===== src/rtl/torreta_disparo.sv =====
// Firing-mechanism responder: arm/fire/reload handshakes, actuator drives
// and magazine round tracking for the turret control unit.
module torreta_disparo #(
    parameter int T_ARMAR    = 25_000_000,
    parameter int T_GATILHO  = 5_000_000,
    parameter int T_RECARGA  = 50_000_000,
    parameter int CAPACIDADE = 6,
    parameter int W_MUN      = 3
) (
    input  logic             clock,
    input  logic             reset,
    input  logic             armar_disparo,
    input  logic             disparar,
    input  logic             recarregar_disparo,
    input  logic             remuniciar,
    output logic             disparo_pronto,
    output logic             fim_disparo,
    output logic             disparo_carregado,
    output logic             municao_carregada,
    output logic             trava,
    output logic             gatilho,
    output logic             motor_recarga,
    output logic [W_MUN-1:0] municao,
    output logic [3:0]       db_estado
);

    typedef enum logic [3:0] {
        REPOUSO      = 4'd0,
        ARMANDO      = 4'd1,
        ARMADO       = 4'd2,
        DISPARANDO   = 4'd3,
        DISPARADO    = 4'd4,
        RECARREGANDO = 4'd5,
        CARREGADO    = 4'd6
    } estado_t;

    localparam logic [31:0] FIM_ARMAR   = 32'(T_ARMAR - 1);
    localparam logic [31:0] FIM_GATILHO = 32'(T_GATILHO - 1);
    localparam logic [31:0] FIM_RECARGA = 32'(T_RECARGA - 1);
    localparam logic [W_MUN-1:0] CHEIO  = W_MUN'(CAPACIDADE);

    estado_t          estado_q, estado_d;
    logic [31:0]      timer_q, timer_d;
    logic [W_MUN-1:0] municao_q, municao_d;
    logic             tem_municao;
    logic             temporizado;

    assign tem_municao = (municao_q != '0);
    assign temporizado = (estado_q == ARMANDO) ||
                         (estado_q == DISPARANDO) ||
                         (estado_q == RECARREGANDO);

    always_ff @(posedge clock) begin
        if (reset) begin
            estado_q  <= REPOUSO;
            timer_q   <= '0;
            municao_q <= '0;
        end else begin
            estado_q  <= estado_d;
            timer_q   <= timer_d;
            municao_q <= municao_d;
        end
    end

    always_comb begin
        estado_d  = estado_q;
        municao_d = municao_q;
        case (estado_q)
            REPOUSO: begin
                if (remuniciar) begin
                    municao_d = CHEIO;
                end else if (armar_disparo && tem_municao) begin
                    estado_d = ARMANDO;
                end
            end
            ARMANDO: begin
                if (!armar_disparo) begin
                    estado_d = REPOUSO;
                end else if (timer_q == FIM_ARMAR) begin
                    estado_d = ARMADO;
                end
            end
            ARMADO: begin
                if (disparar) begin
                    estado_d = DISPARANDO;
                end else if (!armar_disparo) begin
                    estado_d = REPOUSO;
                end
            end
            DISPARANDO: begin
                if (timer_q == FIM_GATILHO) begin
                    estado_d = DISPARADO;
                    if (tem_municao) begin
                        municao_d = municao_q - 1'b1;
                    end
                end
            end
            DISPARADO: begin
                if (recarregar_disparo) begin
                    estado_d = RECARREGANDO;
                end
            end
            RECARREGANDO: begin
                // an empty magazine still completes the handshake, motor idle
                if (!tem_municao || (timer_q == FIM_RECARGA)) begin
                    estado_d = CARREGADO;
                end
            end
            CARREGADO: begin
                if (!recarregar_disparo) begin
                    estado_d = REPOUSO;
                end
            end
            default: begin
                estado_d = REPOUSO;
            end
        endcase
    end

    always_comb begin
        timer_d = '0;
        if ((estado_d == estado_q) && temporizado) begin
            timer_d = timer_q + 32'd1;
        end
    end

    assign trava = (estado_q == ARMANDO) ||
                   (estado_q == ARMADO) ||
                   (estado_q == DISPARANDO);
    assign disparo_pronto    = (estado_q == ARMADO);
    assign gatilho           = (estado_q == DISPARANDO);
    assign fim_disparo       = (estado_q == DISPARADO);
    assign motor_recarga     = (estado_q == RECARREGANDO) && tem_municao;
    assign disparo_carregado = (estado_q == CARREGADO);
    assign municao_carregada = tem_municao;
    assign municao           = municao_q;
    assign db_estado         = estado_q;

endmodule


===== config.mk =====
export PLATFORM = sky130hd
export DESIGN_NAME = torreta_disparo
export DESIGN_NICKNAME = d
export VERILOG_FILES = /design/src/rtl/torreta_disparo.sv
export SDC_FILE = /design/constraint.sdc
export NUM_CORES = 1
export LEC_CHECK = 0
export ABC_AREA = 1
export BUFFER_PORTS_ARGS = -buffer_cell sky130_fd_sc_hd__buf_2
export CORE_ASPECT_RATIO = 0.6
export CORE_MARGIN = 4
export CORE_UTILIZATION = 62
export CTS_BUF_LIST = sky130_fd_sc_hd__clkbuf_4
export DETAILED_ROUTE_END_ITERATION = 16
export GPL_TIMING_DRIVEN = 1
export PLACE_DENSITY = 0.87
export SYNTH_ARGS = -nofsm -noshare
export SYNTH_HDL_FRONTEND = slang
export SYNTH_SLANG_ARGS = --single-unit

===== constraint.sdc =====
create_clock -name clock -period 2.06 [get_ports clock]
set_input_delay 0.206 -clock clock [delete_from_list [all_inputs] [get_ports clock]]
set_output_delay 0.206 -clock clock [all_outputs]
set_load 0.03 [all_outputs]

==> flow_metrics.tcl <==
set metrics [dict create \
    final_layout_size_suffix_gt1_frac 0.0941 \
    arrival_ns 2.14 \
    synth_compound_area_frac 0.0265 \
    post_synth_instance_area_sq_um 2360 \
    xor_xnor_fraction_of_synth_area 0.111 \
    cellLeakagePower_nw 0.992 \
    ctsRootBufferMaster "clkbuf_4" \
    fraction_of_the_yosys_area_taken_by_sequential_cells 0.331 \
    detail_route_antenna_nets 0 \
    post-dp-hpwl_microns 4670 \
    postSynthAreaPerCell_sq_um 6.39 \
    floorplan.initialDensity 0.645 \
    pre_cts_slack_ns 0.200 \
    status "finished, final reports clean" \
    maximum_number_of_pins_on_one_net_before_global_route_repair 33 \
    drc 0 \
    timing.hold.worst.class "in2reg" \
    grt_pass1_wl_microns 9580 \
    gpl.final_weighted_congestion 1.11 \
    final.setup.worst_slack_ns 0.167 \
    die_width_microns 87.6 \
    syn_inst_count 369 \
    antennaDiodeCount 0 \
    cap_viol_max_count 0 \
    timing.rr.end "timer_q[20]$_SDFF_PP0_" \
    critical_path.startpoint "timer_q[0]$_SDFF_PP0_" \
    placement_rows 17 \
    r2r-start "timer_q[0]$_SDFF_PP0_" \
    clk_latency_ns 0.34 \
    path_cells "ha_1 > nand2_1 > nor2_4 > nand2_1 > nor2_4 > nand2_1 > a21oi_2 > nand3_2 > nand3_2 > buf_12 > nor2_1" \
    timing.critical_path.required_ns 2.30 \
    postPlaceCellArea_sq_um 2490 \
    postSynthNetCount 378 \
    post_synth_num_cell_types 25 \
    num-nets-final 401 \
    worst-path-max-fanout 32 \
    crit_top_cell "nand2_1" \
    dominantRegCellSynth "dfxtp_1" \
    dieHeight_microns 55.8 \
    yosys-mux-area-fraction 0 \
    fmax_ghz 0.528 \
    n_fill_cell 336 \
    startpoint_type "flip-flop" \
    globalRouteTotalUtil 0.254 \
    timing.critical_path.slowest_cell_delay_ns 0.37 \
    final.setup_skew_ns 0.00667 \
    port_buffers 19 \
    yosys.area_share.adder 0.0159 \
    path_clk_slew_ns 0.12 \
    antenna_violations_before_repair 0 \
    timing.final.hold_violations 0 \
    slowest_stage "dfxtp_1" \
    number_of_global_route_vias_before_repair 2000 \
    synthArstFlopShare 0 \
    synth-seq-cells 39 \
    ports_placed_on_the_boundary 20 \
    dieArea_sq_um 4890 \
    dominant_combinational_cell_family_by_area_after_synthesis "simple AND/OR/NAND/NOR gates" \
    via_per_inst 5.18 \
    synth-warning-count 0 \
    detailroute.via_count 2277 \
    h-tree-depth 2 \
    core_sq_um 3660 \
    final.period_utilization 0.919 \
    final.min_clock_period_ns 1.89 \
    power_mw 1.21 \
    rr_worst_depth 11 \
    min_path_cells 2 \
    drtIter0Drc 287 \
    critical_path.endpoint_type "flip-flop" \
    cp-endpoint "timer_q[20]$_SDFF_PP0_" \
    cts_post_setup_buffers_inserted 0 \
    globalRoute.totalOverflow 0 \
    timing.final.setup_violations 0 \
    count_of_non_filler_cells_in_the_finished_layout 440 \
    synth_enable_flop_cells 0 \
    fin_setup_tns_ns 0 \
    timing.setup.critical_path_class "reg2reg" \
    maximum_vdd_ir_drop_v 0.000391 \
    cts_sinks 39 \
    routed_wire_length_microns 5880 \
    cell_total_after_placement 432 \
    avg_wl_per_cell_microns 13.4 \
    synth_simple_gate_area_share 0.391 \
    finalMaxSlewViolations 0 \
    reg2reg_setup_slack_ns 0.17 \
    tritoncts_clock_tree "done" \
    cts_inserted_buffers 5 \
    powerDensity_nw_per_um2 474 \
    drt_pre_antenna_iters 7 \
    area_growth_syn_to_layout_pct 7.90 \
    clockBufferDepth 2 \
    stdcell_area_sq_um 2540 \
    grt_setup_unrepaired "false" \
]
[routing by layer]
metal  part of all wire  GRT usage
met3               0.11      0.121
met1               0.51      0.384
met5                  0          0
met2               0.37      0.317
met4              0.011     0.0569
[state kept, by name, summed over array words and instances (netlist names)]
register and flops:
timer_q 32, db_estado 4, municao 3
[layout make-up]
class	count	area (sq um)	area share
Clock buffer	6	45.0	0.0177
Timing Repair Buffer	20	115	0.0452
Inverter	65	244	0.0959
Sequential cell	39	781	0.307
Multi-Input combinational cell	261	1290	0.508
Clock inverter	2	7.51	0.00295
Tap cell	47	58.8	0.0231
[power by group]
| group | switching [mW] | total, mW | internal [mW] |
|---|---|---|---|
| sequential | 0.00453 | 0.763 | 0.758 |
| combinational | 0.0404 | 0.0590 | 0.0186 |
| clock | 0.246 | 0.386 | 0.140 |
| total | 0.291 | 1.21 | 0.917 |
[worst max-delay path: cells and delay by family (launching register included)]
| kind | cells | cell delay, ns |
|---|---|---|
| AO/OA/AOI/OAI | 1 | 0.19 |
| adder cells (fa/ha/maj) | 1 | 0.19 |
| buffers and inverters | 1 | 0.19 |
| flip-flops | 1 | 0.37 |
| AND/OR/NAND/NOR | 8 | 0.82 |
[placed cells by master (no fill, tap or decap), types with 2 or more instances in the layout]
cell	count
nand2_1	88
nor2_1	76
inv_1	65
dfxtp_1	39
xor2_1	25
buf_2	19
nand3_1	18
nor3_1	17
nand4_1	6
clkbuf_4	6
xnor2_1	5
nor2_2	4
a21oi_1	4
ha_1	3
nor2_4	2
nand3_2	2
a31oi_1	2
clkinv_1	2
[synth_stat cells, types with 2 or more instances]
master	number	area, sq um
a21oi_1	4	20.0
a31oi_1	2	12.5
buf_6	4	45.0
dfxtp_1	39	781
ha_1	3	37.5
inv_1	65	244
nand2_1	88	330
nand3_1	18	90.1
nand3_2	2	20.0
nand4_1	6	37.5
nor2_1	76	285
nor2_2	5	31.3
nor3_1	17	85.1
xnor2_1	5	43.8
xor2_1	25	219
[cell families (layout without fill, tap and decap cells)]
logic type,Yosys count,after routing
AND/OR/NAND/NOR,217,217
buffers and inverters,69,93
flip-flops,39,39
XOR/XNOR,30,30
AO/OA/AOI/OAI,10,10
adder cells (fa/ha/maj),3,3
other,1,1
[metrics by stage]
stage | utilization | hold slack, ns
final | 0.696 | 0.114
after global routing | 0.696 | 0.105
after CTS | 0.694 | 0.103
after detailed placement | 0.680 | 0.436
after global placement | 0.680 | 0.430
after floorplan | - | 0.275
[what timing repair did]
item | in CTS | in global routing
hold buffers | 0 | 0
gates resized for setup | 0 | 1
endpoints found under the setup margin | 0 | 24
[worst min-delay path by stage]
stage / start / end / slack, ns
final: reset / municao[1]$_SDFFE_PP0P_ / 0.11
after detailed placement: timer_q[0]$_SDFF_PP0_ / timer_q[0]$_SDFF_PP0_ / 0.44
after global placement: timer_q[0]$_SDFF_PP0_ / timer_q[0]$_SDFF_PP0_ / 0.43
after floorplan: reset / municao[0]$_SDFFE_PP0P_ / 0.28
after global routing: reset / municao[1]$_SDFFE_PP0P_ / 0.10
after CTS: reset / municao[1]$_SDFFE_PP0P_ / 0.10
Note: power is estimated with default switching activity, not from simulation.
